--- src/rtl/hc595_ctrl_if.sv ---
// Parallel pattern / 74HC595 pin bundle for hc595_ctrl.
// HC595_DIM_EN adds the dim_duty brightness input.
interface hc595_ctrl_if;
  logic [5:0] sel;
  logic [7:0] seg;
`ifdef HC595_DIM_EN
  logic [7:0] dim_duty;
`endif
  logic       ds;
  logic       shcp;
  logic       stcp;
  logic       oe;
  logic       frame_done;

`ifdef HC595_DIM_EN
  modport master (output sel, seg, dim_duty, input ds, shcp, stcp, oe, frame_done);
  modport slave  (input sel, seg, dim_duty, output ds, shcp, stcp, oe, frame_done);
`else
  modport master (output sel, seg, input ds, shcp, stcp, oe, frame_done);
  modport slave  (input sel, seg, output ds, shcp, stcp, oe, frame_done);
`endif
endinterface

--- src/rtl/hc595_ctrl.sv ---
// Serial driver for two cascaded 74HC595s: snapshots {seg,sel}, shifts it
// MSB first on ds/shcp, latches with stcp, and repeats back to back.
// Optional macro HC595_DIM_EN adds PWM brightness control on oe.
module hc595_ctrl #(
  parameter int unsigned CLK_DIV = 4
) (
  input  logic        sys_clk,
  input  logic        sys_rst_n,
  hc595_ctrl_if.slave bus
);

  localparam int unsigned DIV_W = $clog2(CLK_DIV);
  localparam logic [DIV_W-1:0] DIV_LAST = DIV_W'(CLK_DIV - 1);
  localparam logic [DIV_W-1:0] DIV_HALF = DIV_W'(CLK_DIV / 2);
  localparam logic [3:0]       BIT_LAST = 4'd13;

  typedef enum logic [1:0] {
    IDLE  = 2'd0,
    SHIFT = 2'd1,
    LATCH = 2'd2
  } state_t;

  state_t           state, state_nxt;
  logic [DIV_W-1:0] div_cnt, div_nxt;
  logic [3:0]       bit_cnt, bit_nxt;
  logic [13:0]      shreg, shreg_nxt;
  logic             ds_q, ds_nxt;
  logic             shcp_q, shcp_nxt;
  logic             stcp_q, stcp_nxt;
  logic             oe_q, oe_nxt;
  logic             done_q, done_nxt;
  logic             latched, latched_nxt;
  logic [13:0]      word;
  logic             div_end;

  assign word    = {bus.seg, bus.sel};
  assign div_end = (div_cnt == DIV_LAST);

`ifdef HC595_DIM_EN
  logic [7:0] pwm_cnt;

  // Free-running brightness counter, wraps 255->0.
  always_ff @(posedge sys_clk or negedge sys_rst_n) begin
    if (!sys_rst_n) pwm_cnt <= '0;
    else            pwm_cnt <= pwm_cnt + 8'd1;
  end
`endif

  // Next-state and next-output logic for the shift/latch sequencer.
  always_comb begin
    state_nxt   = state;
    div_nxt     = div_cnt;
    bit_nxt     = bit_cnt;
    shreg_nxt   = shreg;
    ds_nxt      = ds_q;
    shcp_nxt    = 1'b0;
    stcp_nxt    = 1'b0;
    done_nxt    = 1'b0;
    latched_nxt = latched;

    unique case (state)
      IDLE: begin
        state_nxt = SHIFT;
        shreg_nxt = word;
        div_nxt   = '0;
        bit_nxt   = '0;
        ds_nxt    = 1'b0;
      end

      SHIFT: begin
        ds_nxt   = shreg[BIT_LAST - bit_cnt];
        shcp_nxt = (div_cnt >= DIV_HALF);
        if (div_end) begin
          div_nxt = '0;
          if (bit_cnt == BIT_LAST) state_nxt = LATCH;
          else                     bit_nxt   = bit_cnt + 4'd1;
        end else begin
          div_nxt = div_cnt + 1'b1;
        end
      end

      LATCH: begin
        stcp_nxt = (div_cnt >= DIV_HALF);
        if (div_end) begin
          done_nxt    = 1'b1;
          latched_nxt = 1'b1;
          state_nxt   = SHIFT;
          shreg_nxt   = word;
          div_nxt     = '0;
          bit_nxt     = '0;
        end else begin
          div_nxt = div_cnt + 1'b1;
        end
      end

      default: state_nxt = IDLE;
    endcase

`ifdef HC595_DIM_EN
    oe_nxt = latched_nxt ? ~(pwm_cnt < bus.dim_duty) : 1'b1;
`else
    oe_nxt = ~latched_nxt;
`endif
  end

  // State and registered-output update; reset forces display-safe values.
  always_ff @(posedge sys_clk or negedge sys_rst_n) begin
    if (!sys_rst_n) begin
      state   <= IDLE;
      div_cnt <= '0;
      bit_cnt <= '0;
      shreg   <= '0;
      ds_q    <= 1'b0;
      shcp_q  <= 1'b0;
      stcp_q  <= 1'b0;
      oe_q    <= 1'b1;
      done_q  <= 1'b0;
      latched <= 1'b0;
    end else begin
      state   <= state_nxt;
      div_cnt <= div_nxt;
      bit_cnt <= bit_nxt;
      shreg   <= shreg_nxt;
      ds_q    <= ds_nxt;
      shcp_q  <= shcp_nxt;
      stcp_q  <= stcp_nxt;
      oe_q    <= oe_nxt;
      done_q  <= done_nxt;
      latched <= latched_nxt;
    end
  end

  assign bus.ds         = ds_q;
  assign bus.shcp       = shcp_q;
  assign bus.stcp       = stcp_q;
  assign bus.oe         = oe_q;
  assign bus.frame_done = done_q;

endmodule

--- src/flat_wrapper.sv ---
// flat-port wrapper written by rule: the top's interface ports become plain ports
module hc595_ctrl_flat 
#(
  parameter int unsigned CLK_DIV = 4
)
  (sys_clk, sys_rst_n, bus_sel, bus_seg, bus_ds, bus_shcp, bus_stcp, bus_oe, bus_frame_done);
  hc595_ctrl_if bus_i ();
  input  logic sys_clk;
  input  logic sys_rst_n;
  input wire logic [$bits(bus_i.sel)-1:0] bus_sel;
  input wire logic [$bits(bus_i.seg)-1:0] bus_seg;
  output wire logic [$bits(bus_i.ds)-1:0] bus_ds;
  output wire logic [$bits(bus_i.shcp)-1:0] bus_shcp;
  output wire logic [$bits(bus_i.stcp)-1:0] bus_stcp;
  output wire logic [$bits(bus_i.oe)-1:0] bus_oe;
  output wire logic [$bits(bus_i.frame_done)-1:0] bus_frame_done;
  assign bus_i.sel = bus_sel;
  assign bus_i.seg = bus_seg;
  assign bus_ds = bus_i.ds;
  assign bus_shcp = bus_i.shcp;
  assign bus_stcp = bus_i.stcp;
  assign bus_oe = bus_i.oe;
  assign bus_frame_done = bus_i.frame_done;
  hc595_ctrl #(.CLK_DIV(CLK_DIV)) u_core (.sys_clk(sys_clk), .sys_rst_n(sys_rst_n), .bus(bus_i));
endmodule
--- config.mk ---
export PLATFORM = sky130hd
export DESIGN_NAME = hc595_ctrl_flat
export DESIGN_NICKNAME = d
export VERILOG_FILES = /design/src/rtl/hc595_ctrl_if.sv /design/src/rtl/hc595_ctrl.sv /design/src/flat_wrapper.sv
export SDC_FILE = /design/constraint.sdc
export NUM_CORES = 1
export LEC_CHECK = 0
export ABC_CLOCK_PERIOD_IN_PS = 5300
export CAP_MARGIN = 25
export CELL_PAD_IN_SITES_DETAIL_PLACEMENT = 1
export CELL_PAD_IN_SITES_GLOBAL_PLACEMENT = 1
export CORE_AREA = 2 2 82 84
export DETAILED_ROUTE_END_ITERATION = 7
export DIE_AREA = 0 0 84 86
export PLACE_DENSITY = 0.49
export SLEW_MARGIN = 20
export SYNTH_ARGS = -nofsm -noshare
export SYNTH_HDL_FRONTEND = slang
export SYNTH_SLANG_ARGS = --single-unit
export TNS_END_PERCENT = 20
--- constraint.sdc ---
create_clock -name sys_clk -period 5.3 [get_ports sys_clk]
set_input_delay 0.795 -clock sys_clk [delete_from_list [all_inputs] [get_ports sys_clk]]
set_output_delay 0.795 -clock sys_clk [all_outputs]
set_load 0.02 [all_outputs]
==> flow_metrics.tcl, run 1 <==
set metrics [dict create \
    max_clock_freq_mhz 459 \
    grt_first_pass_wirelength_mm 4.99 \
    multi_input_comb_area_um2 659 \
    post_synth.cell_area_avg_um2 12.0 \
    grt_pass1_vias 1050 \
    yosysTopAreaCell "sky130_fd_sc_hd__dfrtp_1" \
    ys_warnings 0 \
    die_height_um 86 \
    initial_utilization_pct 22.7 \
    worst_skew_pair.late_latency_ns 0.27 \
    die_width_um 84 \
    routed-via-count 961 \
    crit_buf_inv 1 \
    globalplace.congestion 0.718 \
    cts_tree "yes" \
    layout.cells.most_common_list "sky130_fd_sc_hd__dfrtp_1 (27), sky130_fd_sc_hd__clkdlybuf4s50_1 (20), sky130_fd_sc_hd__mux2_1 (14)" \
    number_of_remaining_drc_errors 0 \
    placementRows 29 \
    outcome "finished, final reports clean" \
    synth.yosys.seq_area_share_pct 49.2 \
    synth_cell_type_count 30 \
    quantity_of_i_o_buffers_inserted_on_ports 20 \
    antenna-diode-count 0 \
    worst_setup_path_end_kind "output port" \
    p_leak_uw 0.000716 \
    layout_stage_area_growth_over_the_synthesis_result_pct 23.9 \
    timing.clock.skew_ns 0.00220 \
    critPathSlowestCell "sky130_fd_sc_hd__clkdlybuf4s50_1" \
    synthesis.nets 147 \
    postRouteAntennaNets 0 \
    hold_viol_final 0 \
    cp-endpoint "bus_oe" \
    worst-endpoint-required_ns 4.51 \
    post_layout_nonfiller_instances 217 \
    netlist.area_leader.share_pct 47.4 \
    r2r_setup_slack_ns 3.18 \
    worst_slew_pin_slew_ns 0.858 \
    dp_hpwl_mm 2.12 \
    worstSetupStartpoint "u_core.bus.oe" \
    crit_fanout 1 \
    synth.ff_latch_count 28 \
    power_density_nw_per_um2 233 \
    die-area_um2 7220 \
    timing.critical_path.from_type "flip-flop" \
    cts-buffers-inserted 3 \
    top_level_ports 21 \
    drt-vias-per-instance 4.43 \
    grt_overflow_total 0 \
    drive_gt1_share_pct 6.43 \
    dr.pass1.iters 3 \
    ff2ff_path_depth 5 \
    clk_root_buffer_cell "sky130_fd_sc_hd__clkbuf_8" \
    post-cts-setup-buffer-count 0 \
    max-vdd-ir-drop_mv 0.0950 \
    setup.worst_path.class "reg2out" \
    post_synth_inst_count 119 \
    resized_cells_post_cts 0 \
    final_core_util_pct 28.1 \
    total_routed_length_mm 2.72 \
    r2r-end "u_core.shreg[13]" \
    drt_iter0_drc 22 \
    final_common_cell "sky130_fd_sc_hd__dfrtp_1" \
    final.setup.tns_ns 0 \
    final_max_slew_viol_count 0 \
    n_fill_cell 697 \
    grt_max_degree 29 \
    finalCritPeriodShare_pct 41.1 \
    regArea_um2 702 \
    worst_hold_path.num_cells 2 \
    mappedNetlistArea_um2 1430 \
    timing.final.setup_violations 0 \
    crit_cells 1 \
    place_inst 213 \
    cp_data_arrival_time_ns 1.39 \
    cts_sinks 28 \
    r2r_start "u_core.state[0]" \
    placeable_core_region_um2 6280 \
    path_cells "clkdlybuf4s50_1" \
    total_of_hold_buffers_inserted_after_clock_tree_synthesis 0 \
    critPathMaxStageDelay_ns 0.59 \
    worst_hold_path_type "reg2reg" \
    per_cell_routed_wire_length_um 12.5 \
    cap_violations 0 \
    clk_path_buf_depth 2 \
    grt_antenna_before_repair 0 \
    synth_area_leaders "sky130_fd_sc_hd__dfrtp_1 (47%), sky130_fd_sc_hd__mux2_1 (11%), sky130_fd_sc_hd__ha_1 (11%)" \
    fin_worst_hold_slack_ns 0.467 \
    design.final.nets 169 \
    grt_setup_unrepaired "false" \
    clk_pin_slew_ns 0.09 \
    worst_path_dominant_cell_family "buffers and inverters" \
    grt_use_total_pct 8.51 \
    max-slew-margin-rel_pct 42.8 \
    clock_tree.htree_level_count 1 \
    min_clock_period_post_route_ns 2.18 \
]
[state kept, by name (all words and copies together) (netlist names)]
register and count:
u_core.bus.oe 1, u_core.bus.stcp 1, u_core.bus.frame_done 1, u_core.state 2
u_core.latched 1, u_core.bus.ds 1, u_core.bit_cnt 4, u_core.shreg 14
u_core.div_cnt 2, u_core.bus.shcp 1
[worst min-delay path by stage]
stage / startpoint / to / slack, ns
6_report: u_core.latched / u_core.bus.oe / 0.47
5_1_grt: u_core.latched / u_core.latched / 0.51
4_1_cts: u_core.latched / u_core.bus.oe / 0.47
3_3_place_gp: u_core.latched / u_core.latched / 0.45
2_1_floorplan: u_core.latched / u_core.latched / 0.43
3_5_place_dp: u_core.latched / u_core.latched / 0.45
[power by group]
| group | switching, uW | leakage, uW | internal (uW) |
|---|---|---|---|
| Combinational | 8.31 | 0.000347 | 15.2 |
| Sequential | 2.90 | 0.000333 | 219 |
| Clock | 65.2 | 0.0000357 | 101 |
| Total | 76.4 | 0.000716 | 335 |
[area by class of cell]
type	instances	area share, %
Clock buffer	3	2.34
Tap cell	77	5.45
Sequential cell	28	39.7
Multi-Input combinational cell	79	37.3
Inverter	8	1.70
Timing Repair Buffer	21	11.8
Clock inverter	1	1.70
[kinds of logic after synthesis]
kind of cell	Yosys count	synth area share [%]
and+or+nand+nor	27	9.39
buffers and inverters	12	4.56
muxes	20	16.1
adders and majority gates	12	10.5
AOI/OAI and AO/OA	19	9.56
xor gates and xnor gates	1	0.614
DFF	28	49.2
[metrics by stage]
step / total power (uW) / worst slack, ns / area [um^2]
floorplan: 232 / 3.51 / 1430
global placement: 250 / 3.29 / 1700
detailed placement: 251 / 3.16 / 1700
CTS: 423 / 3.10 / 1770
global route: 437 / 3.03 / 1770
finish: 412 / 3.12 / 1770
[per-layer routing]
layer / up-vias / track usage (%) / share of wire (%)
li1: 458 / - / -
met1: 493 / 9.57 / 42
met2: 8 / 16.3 / 54
met3: 2 / 1.54 / 2.6
met4: 0 / 2.64 / 0.85
met5: - / 0 / 0
[Yosys cell counts]
cell type,instances
sky130_fd_sc_hd__a2111oi_2,1
sky130_fd_sc_hd__a211o_1,1
sky130_fd_sc_hd__a21o_1,1
sky130_fd_sc_hd__a21oi_1,3
sky130_fd_sc_hd__a21oi_2,1
sky130_fd_sc_hd__a22o_1,3
sky130_fd_sc_hd__and2_1,1
sky130_fd_sc_hd__buf_2,1
sky130_fd_sc_hd__buf_4,1
sky130_fd_sc_hd__buf_6,2
sky130_fd_sc_hd__dfrtp_1,27
sky130_fd_sc_hd__dfstp_2,1
sky130_fd_sc_hd__ha_1,12
sky130_fd_sc_hd__inv_1,8
sky130_fd_sc_hd__mux2_1,14
sky130_fd_sc_hd__mux2i_1,5
sky130_fd_sc_hd__mux4_2,1
sky130_fd_sc_hd__nand2_1,7
sky130_fd_sc_hd__nand2b_1,3
sky130_fd_sc_hd__nand4_1,2
sky130_fd_sc_hd__nor2_1,6
sky130_fd_sc_hd__nor2b_1,1
sky130_fd_sc_hd__nor3_1,4
sky130_fd_sc_hd__nor4b_1,1
sky130_fd_sc_hd__o211ai_1,1
sky130_fd_sc_hd__o21ai_0,1
sky130_fd_sc_hd__o21ai_1,4
sky130_fd_sc_hd__o31ai_1,3
sky130_fd_sc_hd__or2_1,2
sky130_fd_sc_hd__xnor2_1,1
(Power assumes the default switching activity.)
==> run 2: changes to the inputs <==
--- a/config.mk
+++ b/config.mk
@@ -5,7 +5,7 @@
 export SDC_FILE = /design/constraint.sdc
 export NUM_CORES = 1
 export LEC_CHECK = 0
-export ABC_CLOCK_PERIOD_IN_PS = 5300
+export ABC_CLOCK_PERIOD_IN_PS = 2200
 export CAP_MARGIN = 25
 export CELL_PAD_IN_SITES_DETAIL_PLACEMENT = 1
 export CELL_PAD_IN_SITES_GLOBAL_PLACEMENT = 1
==> constraint.sdc (replaced) <==
create_clock -name sys_clk -period 2.2 [get_ports sys_clk]
set_input_delay 0.33 -clock sys_clk [delete_from_list [all_inputs] [get_ports sys_clk]]
set_output_delay 0.33 -clock sys_clk [all_outputs]
set_load 0.02 [all_outputs]
==> run 2 against run 1 <==
Against the previous run: sequential power up 140%; power up 150%; clock-buffer cell count unchanged; first-iteration DRC count up 110%; flip-flop and latch count unchanged; critical path depth up 5; hold slack worse by 0.043 ns; highest routed layer unchanged.
==> flow_metrics.tcl, run 2 (synthesized netlist as in run 1, its figures left out) <==
set metrics [dict create \
    drive_gt1_share_pct 8.39 \
    top_level_ports 21 \
    design.final.nets 172 \
    worst_skew_pair.late_latency_ns 0.28 \
    worst-endpoint-required_ns 2.37 \
    timing.critical_path.from_type "flip-flop" \
    post-cts-setup-buffer-count 0 \
    timing.clock.skew_ns 0.00881 \
    max-vdd-ir-drop_mv 0.273 \
    cts_tree "yes" \
    power_density_nw_per_um2 565 \
    grt_overflow_total 0 \
    placeable_core_region_um2 6280 \
    worst_setup_path_end_kind "flip-flop" \
    min_clock_period_post_route_ns 2.05 \
    n_fill_cell 696 \
    clk_root_buffer_cell "sky130_fd_sc_hd__clkbuf_8" \
    regMostFlops "u_core.shreg" \
    cts_sinks 28 \
    dp_hpwl_mm 2.26 \
    final_common_cell "sky130_fd_sc_hd__dfrtp_1" \
    placed_instance_area_um2 1720 \
    total_routed_length_mm 3.05 \
    die-area_um2 7220 \
    drt_iter0_drc 47 \
    clock_tree.htree_level_count 1 \
    hold_viol_final 0 \
    layout.cells.most_common_list "sky130_fd_sc_hd__dfrtp_1 (27), sky130_fd_sc_hd__clkdlybuf4s50_1 (20), sky130_fd_sc_hd__mux2_1 (14)" \
    largest_reg_flops 14 \
    grt_setup_unrepaired "false" \
    grt_max_degree 29 \
    overall_power_uw 1010 \
    resized_cells_post_cts 0 \
    die_height_um 86 \
    max-slew-margin-rel_pct 74.4 \
    outcome "finished, final reports clean" \
    setup.worst_path.class "reg2reg" \
    initial_utilization_pct 22.7 \
    per_cell_routed_wire_length_um 13.9 \
    die_width_um 84 \
    worst_slew_pin_slew_ns 0.384 \
    final_max_slew_viol_count 0 \
    clk_pin_slew_ns 0.11 \
    multi_input_comb_area_um2 659 \
    quantity_of_i_o_buffers_inserted_on_ports 20 \
    grt_antenna_before_repair 0 \
    p_leak_uw 0.000730 \
    dr.pass1.iters 2 \
    post_placement_worst_setup_slack_ns 0.195 \
    grt_pass1_vias 1103 \
    clk_path_buf_depth 2 \
    routed-via-count 970 \
    number_of_remaining_drc_errors 0 \
    finalCritPeriodShare_pct 93.4 \
    crit_fanout 9 \
    total_of_hold_buffers_inserted_after_clock_tree_synthesis 0 \
    regArea_um2 702 \
    largestRegisters "u_core.shreg (14), u_core.bit_cnt (4)" \
    grt_first_pass_wirelength_mm 5.36 \
    cap_violations 0 \
    finalInstanceArea_um2 1790 \
    globalplace.congestion 0.803 \
    grt_use_total_pct 9.30 \
    worst_hold_path_type "in2async" \
    layout_setup_ws_ns 0.145 \
    antenna-diode-count 0 \
    drt-vias-per-instance 4.41 \
    final.setup.tns_ns 0 \
    cp_data_arrival_time_ns 2.22 \
    max_clock_freq_mhz 487 \
    cts-buffers-inserted 3 \
    postRouteAntennaNets 0 \
    timing.final.setup_violations 0 \
    layout_stage_area_growth_over_the_synthesis_result_pct 25.4 \
    placementRows 29 \
]
## run 2: through the flow
step                std cells  hold slack, ns  util (%)
floorplan                 119          0.0344         -
detailed placement        216           0.448      27.4
finish                    220           0.424      28.5
CTS                       220           0.431      28.5
global placement          216           0.444      27.4
global route              220           0.460      28.5
## run 2: where the power goes
| group | internal [uW] | leakage [uW] | switching (uW) | total, uW |
|---|---|---|---|---|
| logic | 36.6 | 0.000361 | 21.7 | 58.3 |
| registers | 528 | 0.000333 | 7.31 | 536 |
| clock network | 244 | 0.0000357 | 172 | 416 |
| total | 809 | 0.000730 | 201 | 1010 |
## run 2: worst paths after layout
| kind | startpoint | endpoint | slack (ns) | cells past startpoint |
|---|---|---|---|---|
| max | u_core.bit_cnt[1] | u_core.bus.ds | 0.15 | 6 |
| min | sys_rst_n | u_core.shreg[3] | 0.42 | 2 |
| max reg2reg | u_core.bit_cnt[1] | u_core.bus.ds | 0.15 | 6 |
| min reg2reg | u_core.latched | u_core.latched | 0.47 | 1 |
| max in group asynchronous | sys_rst_n | u_core.bus.oe | 1.45 | 2 |
| min in group sys_clk | u_core.latched | u_core.latched | 0.47 | 1 |
## run 2: final cells by class
| class | count | share of cell area [%] |
|---|---|---|
| sequential | 28 | 39.2 |
| multi-input combinational | 79 | 36.9 |
| timing repair buffer | 24 | 12.9 |
| tap | 77 | 5.38 |
| clock buffer | 3 | 2.31 |
| clock inverter | 1 | 1.68 |
| inverter | 8 | 1.68 |
## run 2: worst max-delay path, stage by stage (launching register included)
cell and delay [ns]:
sky130_fd_sc_hd__dfrtp_1 0.54, sky130_fd_sc_hd__inv_1 0.14, sky130_fd_sc_hd__ha_1 0.45, sky130_fd_sc_hd__mux2i_1 0.27
sky130_fd_sc_hd__o31ai_1 0.09, sky130_fd_sc_hd__o31ai_1 0.33, sky130_fd_sc_hd__o31ai_1 0.11
## run 2: layer usage
| metal | GRT usage, % | wire, um | vias to the layer above |
|---|---|---|---|
| met5 | 0 | 0 | - |
| met4 | 2.64 | 35 | 0 |
| met3 | 1.83 | 65 | 4 |
| met2 | 17.4 | 1570 | 11 |
| met1 | 10.8 | 1380 | 495 |
| li1 | - | - | 460 |
